`src/rtl/multicycle_cpu_if.sv`:
```
// multicycle_cpu_if
// Instruction handshake and status bus between an instruction source and
// the multicycle_cpu core.
//   instruction  source -> core  instruction word
//   instr_valid  source -> core  instruction present
//   instr_ready  core -> source  core idle, next instruction can be taken
//   done         core -> source  one-cycle retire pulse
//   err          core -> source  qualifies done: reserved ALU function
//   zero_flag    core -> source  last valid R-type result was zero
//   carry_flag   core -> source  ADD carry-out / SUB borrow of last R-type
// master = instruction source, slave = core.
interface multicycle_cpu_if #(
    parameter int INSTR_WIDTH = 20
);
    logic [INSTR_WIDTH-1:0] instruction;
    logic                   instr_valid;
    logic                   instr_ready;
    logic                   done;
    logic                   err;
    logic                   zero_flag;
    logic                   carry_flag;

    modport master (
        output instruction, instr_valid,
        input  instr_ready, done, err, zero_flag, carry_flag
    );

    modport slave (
        input  instruction, instr_valid,
        output instr_ready, done, err, zero_flag, carry_flag
    );
endinterface

```
`src/rtl/multicycle_cpu.sv`:
```
// multicycle_cpu
// Multi-cycle CPU core: takes one instruction at a time over a valid/ready
// handshake and runs it through DECODE/EXEC/MEM/WB. Register file and data
// memory are internal.
// Ports:
//   clk   rising-edge clock
//   rst   asynchronous active-low reset
//   bus   multicycle_cpu_if.slave (instruction, instr_valid, instr_ready,
//         done, err, zero_flag, carry_flag)
// Optional feature macro: SCPU_DBG_EN adds combinational debug read ports
//   dbg_reg_addr/dbg_reg_data and dbg_mem_addr/dbg_mem_data.
//
// state   | meaning
// IDLE    | instr_ready high, waiting for handshake
// DECODE  | latch operands from the register file
// EXEC    | ALU result or memory address computed
// MEM     | LOAD reads memory, STORE writes memory
// WB      | register write and flag update
module multicycle_cpu #(
    parameter int DATA_WIDTH  = 8,
    parameter int ADDR_BITS   = 5,
    parameter int REG_BITS    = 2,
    parameter int INSTR_WIDTH = 20
) (
    input  logic                  clk,
    input  logic                  rst,
    multicycle_cpu_if.slave       bus
`ifdef SCPU_DBG_EN
    ,
    input  logic [REG_BITS-1:0]   dbg_reg_addr,
    output logic [DATA_WIDTH-1:0] dbg_reg_data,
    input  logic [ADDR_BITS-1:0]  dbg_mem_addr,
    output logic [DATA_WIDTH-1:0] dbg_mem_data
`endif
);
    localparam int NREGS = 2 ** REG_BITS;
    localparam int DEPTH = 2 ** ADDR_BITS;
    localparam int SUM_W = DATA_WIDTH + 9;

    localparam logic [1:0] CLS_NOP   = 2'b00;
    localparam logic [1:0] CLS_R     = 2'b01;
    localparam logic [1:0] CLS_LOAD  = 2'b10;

    typedef enum logic [2:0] {
        S_IDLE, S_DECODE, S_EXEC, S_MEM, S_WB
    } state_t;

    state_t state, next_state;

    logic [INSTR_WIDTH-1:0] instr_q;
    logic [1:0]             cls;
    logic [REG_BITS-1:0]    x1, x2, x3;
    logic [7:0]             imm8;
    logic [3:0]             func;

    logic [DATA_WIDTH-1:0]  regs [NREGS];
    logic [DATA_WIDTH-1:0]  mem  [DEPTH];

    logic [DATA_WIDTH-1:0]  op_a, op_b, op_s, result;
    logic                   carry_res;
    logic [ADDR_BITS-1:0]   addr_q;

    logic                   ready_q, done_q, err_q, zero_q, carry_q;
    logic                   accept;

    logic [DATA_WIDTH:0]    add_ext;
    logic [DATA_WIDTH-1:0]  alu_res;
    logic                   alu_carry;
    logic [SUM_W-1:0]       addr_sum;

    assign cls  = instr_q[INSTR_WIDTH-1 -: 2];
    assign x1   = instr_q[INSTR_WIDTH-3 -: REG_BITS];
    assign x2   = instr_q[INSTR_WIDTH-3-REG_BITS -: REG_BITS];
    assign x3   = instr_q[INSTR_WIDTH-3-2*REG_BITS -: REG_BITS];
    assign imm8 = instr_q[11:4];
    assign func = instr_q[3:0];

    assign accept = bus.instr_valid && ready_q;

    assign bus.instr_ready = ready_q;
    assign bus.done        = done_q;
    assign bus.err         = err_q;
    assign bus.zero_flag   = zero_q;
    assign bus.carry_flag  = carry_q;

    assign add_ext  = {1'b0, op_a} + {1'b0, op_b};
    // Address is formed wide and then truncated, which gives the mod-depth wrap.
    assign addr_sum = SUM_W'(op_a) + SUM_W'(imm8);

    always_comb begin
        alu_res   = '0;
        alu_carry = 1'b0;
        case (func)
            4'd0: begin
                alu_res   = add_ext[DATA_WIDTH-1:0];
                alu_carry = add_ext[DATA_WIDTH];
            end
            4'd1: begin
                alu_res   = op_a - op_b;
                alu_carry = (op_a < op_b);
            end
            4'd2: alu_res = op_a & op_b;
            4'd3: alu_res = op_a | op_b;
            4'd4: alu_res = op_a ^ op_b;
            4'd5: alu_res = {op_a[DATA_WIDTH-2:0], 1'b0};
            4'd6: alu_res = {1'b0, op_a[DATA_WIDTH-1:1]};
            4'd7: alu_res = {{(DATA_WIDTH-1){1'b0}}, (op_a < op_b)};
            default: ;
        endcase
    end

    always_comb begin
        next_state = state;
        case (state)
            S_IDLE:   if (accept) next_state = S_DECODE;
            S_DECODE: next_state = (cls == CLS_NOP) ? S_IDLE : S_EXEC;
            S_EXEC:   next_state = (cls == CLS_R) ? S_WB : S_MEM;
            S_MEM:    next_state = (cls == CLS_LOAD) ? S_WB : S_IDLE;
            S_WB:     next_state = S_IDLE;
            default:  next_state = S_IDLE;
        endcase
    end

    always_ff @(posedge clk or negedge rst) begin
        if (!rst) begin
            state   <= S_IDLE;
            ready_q <= 1'b1;
            done_q  <= 1'b0;
            err_q   <= 1'b0;
        end else begin
            state   <= next_state;
            ready_q <= (next_state == S_IDLE);
            // Retire is the return to IDLE from any busy state.
            done_q  <= (state != S_IDLE) && (next_state == S_IDLE);
            err_q   <= (state == S_WB) && (cls == CLS_R) && func[3];
        end
    end

    always_ff @(posedge clk or negedge rst) begin
        if (!rst) begin
            instr_q   <= '0;
            op_a      <= '0;
            op_b      <= '0;
            op_s      <= '0;
            result    <= '0;
            carry_res <= 1'b0;
            addr_q    <= '0;
            zero_q    <= 1'b0;
            carry_q   <= 1'b0;
            for (int i = 0; i < NREGS; i++) regs[i] <= DATA_WIDTH'(i);
            for (int i = 0; i < DEPTH; i++) mem[i] <= '0;
        end else begin
            case (state)
                S_IDLE: if (accept) instr_q <= bus.instruction;
                S_DECODE: begin
                    op_a <= regs[x2];
                    op_b <= regs[x3];
                    op_s <= regs[x1];
                end
                S_EXEC: begin
                    result    <= alu_res;
                    carry_res <= alu_carry;
                    addr_q    <= addr_sum[ADDR_BITS-1:0];
                end
                S_MEM: begin
                    if (cls == CLS_LOAD) result <= mem[addr_q];
                    else                 mem[addr_q] <= op_s;
                end
                S_WB: begin
                    if (cls == CLS_R) begin
                        // Reserved functions leave registers and flags alone.
                        if (!func[3]) begin
                            regs[x1] <= result;
                            zero_q   <= (result == '0);
                            carry_q  <= carry_res;
                        end
                    end else begin
                        regs[x1] <= result;
                    end
                end
                default: ;
            endcase
        end
    end

`ifdef SCPU_DBG_EN
    assign dbg_reg_data = regs[dbg_reg_addr];
    assign dbg_mem_data = mem[dbg_mem_addr];
`endif

endmodule

```
`src/flat_wrapper.sv`:
```
// flat-port wrapper written by rule: the top's interface ports become plain ports
module multicycle_cpu_flat 
#(
    parameter int DATA_WIDTH  = 8,
    parameter int ADDR_BITS   = 5,
    parameter int REG_BITS    = 2,
    parameter int INSTR_WIDTH = 20
)
  (clk, rst, bus_instruction, bus_instr_valid, bus_instr_ready, bus_done, bus_err, bus_zero_flag, bus_carry_flag);
  multicycle_cpu_if #(.INSTR_WIDTH(INSTR_WIDTH)) bus_i ();
  input  logic clk;
  input  logic rst;
  input wire logic [$bits(bus_i.instruction)-1:0] bus_instruction;
  input wire logic [$bits(bus_i.instr_valid)-1:0] bus_instr_valid;
  output wire logic [$bits(bus_i.instr_ready)-1:0] bus_instr_ready;
  output wire logic [$bits(bus_i.done)-1:0] bus_done;
  output wire logic [$bits(bus_i.err)-1:0] bus_err;
  output wire logic [$bits(bus_i.zero_flag)-1:0] bus_zero_flag;
  output wire logic [$bits(bus_i.carry_flag)-1:0] bus_carry_flag;
  assign bus_i.instruction = bus_instruction;
  assign bus_i.instr_valid = bus_instr_valid;
  assign bus_instr_ready = bus_i.instr_ready;
  assign bus_done = bus_i.done;
  assign bus_err = bus_i.err;
  assign bus_zero_flag = bus_i.zero_flag;
  assign bus_carry_flag = bus_i.carry_flag;
  multicycle_cpu #(.DATA_WIDTH(DATA_WIDTH), .ADDR_BITS(ADDR_BITS), .REG_BITS(REG_BITS), .INSTR_WIDTH(INSTR_WIDTH)) u_core (.clk(clk), .rst(rst), .bus(bus_i));
endmodule
```
`config.mk`:
```
export PLATFORM = sky130hd
export DESIGN_NAME = multicycle_cpu_flat
export DESIGN_NICKNAME = d
export VERILOG_FILES = /design/src/rtl/multicycle_cpu_if.sv /design/src/rtl/multicycle_cpu.sv /design/src/flat_wrapper.sv
export SDC_FILE = /design/constraint.sdc
export NUM_CORES = 1
export LEC_CHECK = 0
export ABC_AREA = 1
export BUFFER_PORTS_ARGS = -buffer_cell sky130_fd_sc_hd__buf_2
export CORE_ASPECT_RATIO = 1.5
export CORE_MARGIN = 3
export CORE_UTILIZATION = 60
export CTS_CLUSTER_DIAMETER = 150
export DETAILED_ROUTE_END_ITERATION = 6
export MAX_ROUTING_LAYER = met4
export PLACE_DENSITY = 0.86
export SYNTH_ARGS = -nofsm -noshare
export SYNTH_HDL_FRONTEND = slang
export SYNTH_SLANG_ARGS = --single-unit
```
`constraint.sdc`:
```
create_clock -name clk -period 2.2 [get_ports clk]
set_clock_uncertainty 0.05 [all_clocks]
set_input_delay 0.22 -clock clk [delete_from_list [all_inputs] [get_ports clk]]
set_output_delay 0.22 -clock clk [all_outputs]
set_load 0.1 [all_outputs]
```
== Yosys cells after proc, flatten, opt, wreduce, memory -nomap -nowiden ==
Index checks and enable logic that the tools add are counted.
Storage, ports and cells
  input bits: 23
  logic and storage cells: 130
  output and inout port bits: 5
  register bits: 354
Cells by class
  mux-type cells: 29
  add/subtract/negate cells: 3
  equal/unequal tests: 15
  reduce and logical (&&, ||, !) cells: 18
  $lt $le $gt $ge: 7
  bitwise operators: 9
Operator list (count)
  256-bit bitwise mux: 1
  8-bit 2-to-1 mux: 11
  32-bit 2-to-1 mux: 2
  8-bit case mux with 8 select lines: 1
  8-bit binary-select mux with 2-bit select: 3
  8-bit binary-select mux with 5-bit select: 1
  8-bit demux with 5-bit select: 1
  32-bit bitwise mux: 1
  8-bit demux with 2-bit select: 1
  4-bit by 3-bit equality test with 1-bit output (second input constant): 4
  8-bit case mux with 2 select lines: 1
  3-bit case mux with 4 select lines: 1
  8-bit by 8-bit adder with 9-bit output: 1
  3-bit greater-or-equal comparator (second input constant): 3
  3-bit 2-to-1 mux: 3
  2-bit inverter with 3-bit output: 3
  8-bit bitwise AND: 1
  4-bit by 2-bit equality test with 1-bit output (second input constant): 2
  8-bit logical NOT: 1
  8-bit less-than comparator: 1
  8-bit bitwise OR: 1
  2-bit AND reduction: 4
  8-bit subtractor: 1
  8-bit XOR: 1
  other kinds (23): 31

== Logic depth before layout (Yosys ltp) ==
Gate-level depths: netlist of the first run.
  word-level depth: 8
  depth in mapped cells: 15

== Worst setup path after synthesis of the first run ==
OpenSTA, ideal clock, no wires.
  path kind: reg-to-reg
  start: register u_core.op_a[0]
  end: register u_core.result[2]
  path slack: 0.180 ns
  required time: 2.027 ns
  arrival: 1.847 ns
  clock period less this slack: 2.020 ns
  path buffers: 0
  stages on the path, launching flop included: 12
  cell sequence: dfrtp_1 > inv_1 > ha_1 > inv_1 > fa_1 > or2_2 > nand3_1 > nand2_1 > nor2_1 > nand2_1 > a21oi_1 > a21oi_1
On the way
  longest elaborated chain between the ends: 3
Ends and longest elaborated chain
  from (decl): line multicycle_cpu.sv:59  | logic [DATA_WIDTH-1:0] op_a, op_b, op_s, result;
  from (signal assigned): line multicycle_cpu.sv:156  | op_a <= regs[x2];
  8-bit subtractor or 8-bit by 8-bit adder with 9-bit output (tied branches): line multicycle_cpu.sv:99, multicycle_cpu.sv:86
  8-bit case mux with 8 select lines (*): line multicycle_cpu.sv:93  | case (func)
  8-bit case mux with 2 select lines (*): line multicycle_cpu.sv:153  | case (state)
  to (signal assigned): line multicycle_cpu.sv:161  | result <= alu_res;
  to (signal assigned): line multicycle_cpu.sv:166  | if (cls == CLS_LOAD) result <= mem[addr_q];
  to (decl): line multicycle_cpu.sv:59
Mark *: on every way between the ends. The rest lies on a longest branch, timed or not.
A chain may end at the register's enable or synchronous reset.

== Worst setup path after layout of the first run ==
  start: register u_core.addr_q[0]
  end: register u_core.result[5]
On the way
  longest elaborated chain between the ends: 6
Ends and longest elaborated chain
  from (decl): line multicycle_cpu.sv:61  | logic [ADDR_BITS-1:0] addr_q;
  from (signal assigned): line multicycle_cpu.sv:163  | addr_q <= addr_sum[ADDR_BITS-1:0];
  5-bit inverter with 6-bit output (implied by the code): line multicycle_cpu.sv:166
  8-bit binary-select mux with 5-bit select: line multicycle_cpu.sv:166
  8-bit 2-to-1 mux (implied by the code) (2 in a row): line multicycle_cpu.sv:166
  8-bit 2-to-1 mux: line multicycle_cpu.sv:166
  8-bit case mux with 2 select lines: line multicycle_cpu.sv:153
Every way passes these cells. The select of a mux whose other input is x is not followed.

==> results_dict.tcl, run 1 <==
set metrics [dict create \
    synth_cells 2182 \
    ff2ff_setup_slack_ns 0.02 \
    clockBufferDepth 3 \
    synth_seq_cells 351 \
    cts.clk_slew.worst_paths_ns 0.07 \
    diodes 0 \
    synth.distinct_cells 37 \
    power_density_mw_per_mm2 1230 \
    cts_root_buf "clkbuf_16" \
    end_kind "register" \
    p_switching_mw 9.74 \
    place_area_sq_mm 0.0178 \
    viasPerCell 6.07 \
    internal-power_mw 14.2 \
    postSynth.asyncResetShare_pct 100 \
    routabilityCongestion 0.959 \
    die_area_sq_mm 0.0307 \
    startpoint_type "register" \
    report.final.setup_viol 0 \
    routed-via-count 15900 \
    holdWs_ns 0.149 \
    die_w_microns 144 \
    core_area_sq_mm 0.0281 \
    grt_usage_pct 33.9 \
    critPathCapture "u_core.result[5]" \
    place.detailed.hpwl_microns 32400 \
    crit_required_ns 2.57 \
    antenna_found_initial 0 \
    setup_ws_ns 0.0241 \
    hold_viol 0 \
    finish.utilization_pct 69.3 \
    numPortBuffers 24 \
    route.layer.met1.wl_microns 17600 \
    yosysTopAreaCellShare_pct 50.5 \
    combPwrFrac_pct 38.2 \
    wl_met3_microns 3490 \
    worst-r2r-cell-count 14 \
    drt_iter0_markers 1728 \
    dp_cells 2521 \
    final.setup.tns_ns 0 \
    num_io_pins 28 \
    power.total_mw 24.0 \
    synthTopCellsByArea "dfrtp_1, nand2_1, o21ai_0" \
    area_delta_synth_final_pct 13.5 \
    arrival_ns 2.54 \
    layout-drive-gt1-share_pct 11.2 \
    nets 2302 \
    place_ws_ns -0.0908 \
    fin_cells 2615 \
    fin_area_sq_mm 0.0195 \
    layout_common_cells "nand2_1, o21ai_0, dfrtp_1, inv_1, buf_4" \
    layout_commonest_cell "nand2_1" \
    grt_max_degree 66 \
    layout_min_cycle_time_ns 2.18 \
    grt_setup_unrepaired "true" \
    crit_path_max_fanout 21 \
    ir_drop_uv 1150 \
    rr_endpoint "u_core.result[5]" \
    cts_buffers 34 \
    syn-num-nets 2238 \
    critPathLaunch "u_core.addr_q[0]" \
    dr_wl_met2_microns 25000 \
    first_pass_iters 6 \
    avgSynthCellArea_sq_um 7.85 \
    synth_top_flop_cell "dfrtp_1" \
    num_rows 75 \
    grt_pass1_vias 15300 \
    status "finished clean" \
    ant_nets 0 \
    power_frac_clock_pct 24.4 \
    clock_latency_ns 0.53 \
    p_sw_share_pct 40.6 \
    synth_area_sq_mm 0.0171 \
    leakagePower_nw 9.28 \
    grt_overflow 0 \
    tightest_slew_ns 0.659 \
    max_freq_mhz 460 \
    htree_levels 2 \
    top_layer_used "met4" \
    synth_top_area_cell "dfrtp_1" \
    drv_slew 0 \
    seqPwrFrac_pct 37.4 \
    r2r-start "u_core.addr_q[0]" \
    routed_wl_microns 50200 \
    period_share_pct 98.9 \
    ys_warn_count 0 \
    drc_errors 0 \
    max_slew_margin_pct 55.6 \
    clock_sinks 351 \
    synth_edf_count 0 \
    hp-class "in -> async" \
    die_h_microns 213 \
    cts_tree "done" \
    grt_first_pass_wirelength_microns 78800 \
    route.detailed.wl_per_inst_microns 19.2 \
    initial_core_util_pct 61.1 \
    maxCapViolations 0 \
    seq_area_frac_synth_pct 51.3 \
    critical_path_class "reg -> reg" \
]
-- worst min path at each step --
| stage | slack (ns) | end | startpoint | depth (start not counted) |
|---|---|---|---|---|
| 2_1_floorplan | -0.13 | u_core.addr_q[0] | rst | 0 |
| 3_3_place_gp | 0.13 | u_core.mem[20] | rst | 1 |
| 3_5_place_dp | 0.13 | u_core.mem[20] | rst | 1 |
| 4_1_cts | 0.11 | u_core.instr_q[14] | bus_instr_valid | 4 |
| 5_1_grt | 0.18 | u_core.instr_q[12] | bus_instr_valid | 4 |
| 6_report | 0.15 | u_core.mem[20] | rst | 2 |
-- synth_stat cells (7+ instances only) --
master / instances
nor3_1: 16
ha_1: 30
nand2_1: 893
nand4_1: 35
o21ai_0: 388
nor2_1: 83
dfrtp_1: 346
buf_6: 24
mux2_2: 7
nand3_1: 53
clkbuf_1: 77
a21oi_1: 66
o22ai_1: 7
inv_1: 96
buf_1: 12
-- worst max-delay path, stage by stage, from the launching register on --
cell	delay, ns
dfrtp_2	0.44
nand2_2	0.14
clkinvlp_4	0.16
buf_4	0.18
clkbuf_16	0.19
nand2_1	0.07
nand3_1	0.18
nand2_1	0.11
nand2_1	0.06
nor2_1	0.14
nand2_2	0.10
nand2_1	0.07
nand2_1	0.06
nand2_1	0.06
nand2_1	0.05
-- routing by layer --
layer,global-route usage [%],vias to the layer above
met5,-,-
met1,38.0,7587
li1,-,7193
met2,56.0,818
met4,22.7,0
met3,4.66,269
-- kinds of logic after synthesis --
| family | synth area share [%] |
|---|---|
| multiplexers | 0.460 |
| AND/OR/NAND/NOR | 25.4 |
| XOR/XNOR | 0.204 |
| buffers and inverters | 5.87 |
| AO/OA/AOI/OAI | 14.2 |
| adder cells (fa/ha/maj) | 2.54 |
| flip-flops | 51.3 |
-- power groups by stage --
stage / combinational [mW] / clock, mW / sequential [mW]
3_5_place_dp: 8.35 / 0 / 8.96
6_report: 9.16 / 5.84 / 8.95
2_1_floorplan: 5.26 / 0 / 8.73
3_3_place_gp: 8.15 / 0 / 8.89
4_1_cts: 8.57 / 5.89 / 8.87
5_1_grt: 9.98 / 6.18 / 9.09
-- final cells by class --
cell class                      instances  area (sq um)
Clock buffer                           49           998
Clock inverter                         10           104
Fill cell                            2079          8600
Inverter                              101           383
Multi-Input combinational cell       1613          7510
Sequential cell                       351          8790
Tap cell                              346           433
Timing Repair Buffer                  145          1230
-- state kept, by name, summed over array words and instances, names as in the netlist --
| name | count |
|---|---|
| u_core.bus.done | 1 |
| u_core.bus.err | 1 |
| u_core.state | 3 |
| u_core.regs | 32 |
| u_core.bus.carry_flag | 1 |
| u_core.instr_q | 17 |
| u_core.mem | 256 |
| u_core.carry_res | 1 |
| u_core.result | 8 |
| u_core.bus.instr_ready | 1 |
| u_core.op_a | 8 |
| u_core.addr_q | 5 |
| u_core.bus.zero_flag | 1 |
| u_core.op_s | 8 |
| u_core.op_b | 8 |
-- what timing repair did --
item | 4_1_cts | 5_1_grt
hold buffers | 18 | 0
setup endpoints to repair | 103 | 163
gates resized for setup | 4 | 57
endpoints found under the hold margin | 84 | 0
cloned | 1 | 1
buffers inserted | 2 | 13
pin swaps | 2 | 16
(Power assumes the default switching activity.)
==> run 2, diff against run 1 <==
--- a/config.mk
+++ b/config.mk
@@ -14,6 +14,8 @@
 export DETAILED_ROUTE_END_ITERATION = 6
 export MAX_ROUTING_LAYER = met4
 export PLACE_DENSITY = 0.86
+export SETUP_SLACK_MARGIN = 0.2
+export SLEW_MARGIN = 20
 export SYNTH_ARGS = -nofsm -noshare
 export SYNTH_HDL_FRONTEND = slang
 export SYNTH_SLANG_ARGS = --single-unit
==> run 2 against run 1 <==
Cell count up 0.61%. Fmax grew 4.1%. Worst setup slack better by 0.085 ns. Clock-buffer cell count down 3. Sequential share of layout area shrank 0.83 points. Design area is 1.9% higher. Utilization grew 1.3 points. Register-to-register slack improved by 0.09 ns. Sequential power barely moved.
==> results_dict.tcl, run 2 (synthesis gave the netlist of run 1 again) <==
set metrics [dict create \
    grt_setup_unrepaired "true" \
    drt_iter0_markers 1788 \
    status "finished clean" \
    path_delay_family "simple AND/OR/NAND/NOR gates" \
    hold_viol 0 \
    layout_common_cells "nand2_1, o21ai_0, dfrtp_1, buf_4, inv_1" \
    nets 2319 \
    largest_reg_flops 256 \
    dp_cells 2524 \
    route.detailed.wl_per_inst_microns 19.5 \
    ir_drop_uv 1310 \
    routabilityCongestion 1.02 \
    htree_levels 2 \
    core_area_sq_mm 0.0281 \
    cpMostUsedCell "nand2_1" \
    crit_buf_inv 2 \
    layout-drive-gt1-share_pct 12.8 \
    critical_path.cell_chain "buf_12, nor2_4, buf_4, nand2_1, nand4_1, nand2_1, nand2_1, nor2_1, nand2_1, nand2_1, a21oi_1" \
    cts_tree "done" \
    report.final.setup_viol 0 \
    antenna_found_initial 0 \
    power.total_mw 24.9 \
    die_w_microns 144 \
    viasPerCell 6.05 \
    num_io_pins 28 \
    use_met3_pct 4.88 \
    place_area_sq_mm 0.0179 \
    reg.largest.list "u_core.mem x256, u_core.regs x32, u_core.instr_q x17" \
    place.detailed.hpwl_microns 32900 \
    fin_cells 2631 \
    hp-class "in -> async" \
    period_share_pct 95.0 \
    worst-r2r-cell-count 11 \
    regMostFlops "u_core.mem" \
    drv_slew 0 \
    diodes 0 \
    clock_latency_ns 0.54 \
    finish.utilization_pct 70.6 \
    tightest_slew_ns 0.540 \
    area_delta_synth_final_pct 15.7 \
    rr_endpoint "u_core.result[1]" \
    cts.clk_slew.worst_paths_ns 0.07 \
    layout_commonest_cell "nand2_1" \
    end_kind "register" \
    max_stage_delay_ns 0.46 \
    maxCapViolations 0 \
    crit_required_ns 2.61 \
    grt_use_met1_pct 37.8 \
    power_density_mw_per_mm2 1250 \
    gr-max-usage-layer "met2" \
    cts_root_buf "clkbuf_16" \
    met2_usage_pct 56.4 \
    grt_max_degree 72 \
    grt_pass1_vias 15700 \
    routed_wl_microns 51300 \
    leakagePower_nw 9.44 \
    place_ws_ns -0.0572 \
    startpoint_type "register" \
    arrival_ns 2.50 \
    slowest_stage "dfrtp_2" \
    fin_area_sq_mm 0.0198 \
    max_freq_mhz 478 \
    max_slew_margin_pct 63.6 \
    grt_usage_pct 34.3 \
    layout_min_cycle_time_ns 2.09 \
    first_pass_iters 6 \
    die_h_microns 213 \
    routed-via-count 15900 \
    setup_ws_ns 0.109 \
    num_rows 75 \
    initial_core_util_pct 61.1 \
    numPortBuffers 24 \
    ant_nets 0 \
    crit_path_max_fanout 19 \
    die_area_sq_mm 0.0307 \
    r2r-start "u_core.addr_q[1]" \
    critical_path_class "reg -> reg" \
    clock_sinks 351 \
    grt_overflow 0 \
    grt_first_pass_wirelength_microns 79900 \
    clockBufferDepth 3 \
    drc_errors 0 \
    cts_buffers 34 \
    ff2ff_setup_slack_ns 0.11 \
]
-- run 2: changes by cell type in the layout (fill, tap and decap cells not counted), moves of 3 or more --
cell and delta:
inv_4 +3, nand2_2 +11, nand3_2 +3, nand2_1 -11, buf_12 +8, buf_4 +7, o21ai_1 +3, nand3_1 -3
o21ai_0 -3
-- run 2: layer usage --
layer	vias to the layer above	wire length, microns
li1	7225	-
met1	7514	17900
met2	909	25600
met3	270	3500
met4	0	4250
met5	-	0
-- run 2: final cells by class --
type	instances	area, sq um
sequential	351	8790
fill	2020	8240
multi-input combinational	1613	7590
timing repair buffer	162	1470
clock buffer	46	977
tap	346	433
inverter	101	387
clock inverter	12	171
-- run 2: worst max-delay path by stage --
stage / startpoint / to / cells after the start
finish: u_core.addr_q[1] / u_core.result[1] / 11
global route: u_core.op_a[0] / u_core.carry_res / 14
CTS: u_core.state[2] / u_core.mem[162] / 8
detailed placement: u_core.state[2] / u_core.mem[182] / 8
global placement: u_core.op_b[0] / u_core.carry_res / 14
floorplan: u_core.op_a[0] / u_core.result[2] / 11
-- run 2: repair_timing --
item                                    4_1_cts  5_1_grt
gates cloned                                  1        2
endpoints found under the setup margin      144      158
pin swaps                                    11       14
gates resized for setup                      47       58
endpoints found under the hold margin        69        0
hold buffers                                 18        0
setup buffers                                 9       19
-- run 2: metrics by stage --
stage / TNS (ns) / hold slack (ns)
finish: 0 / 0.161
global route: 0 / 0.188
CTS: 0 / 0.111
detailed placement: -0.305 / 0.143
global placement: 0 / 0.142
floorplan: 0 / -0.126
-- run 2: where the power goes --
group,switching (mW),internal [mW]
combinational,6.40,3.41
sequential,1.11,7.82
clock,2.52,3.59
total,10.0,14.8
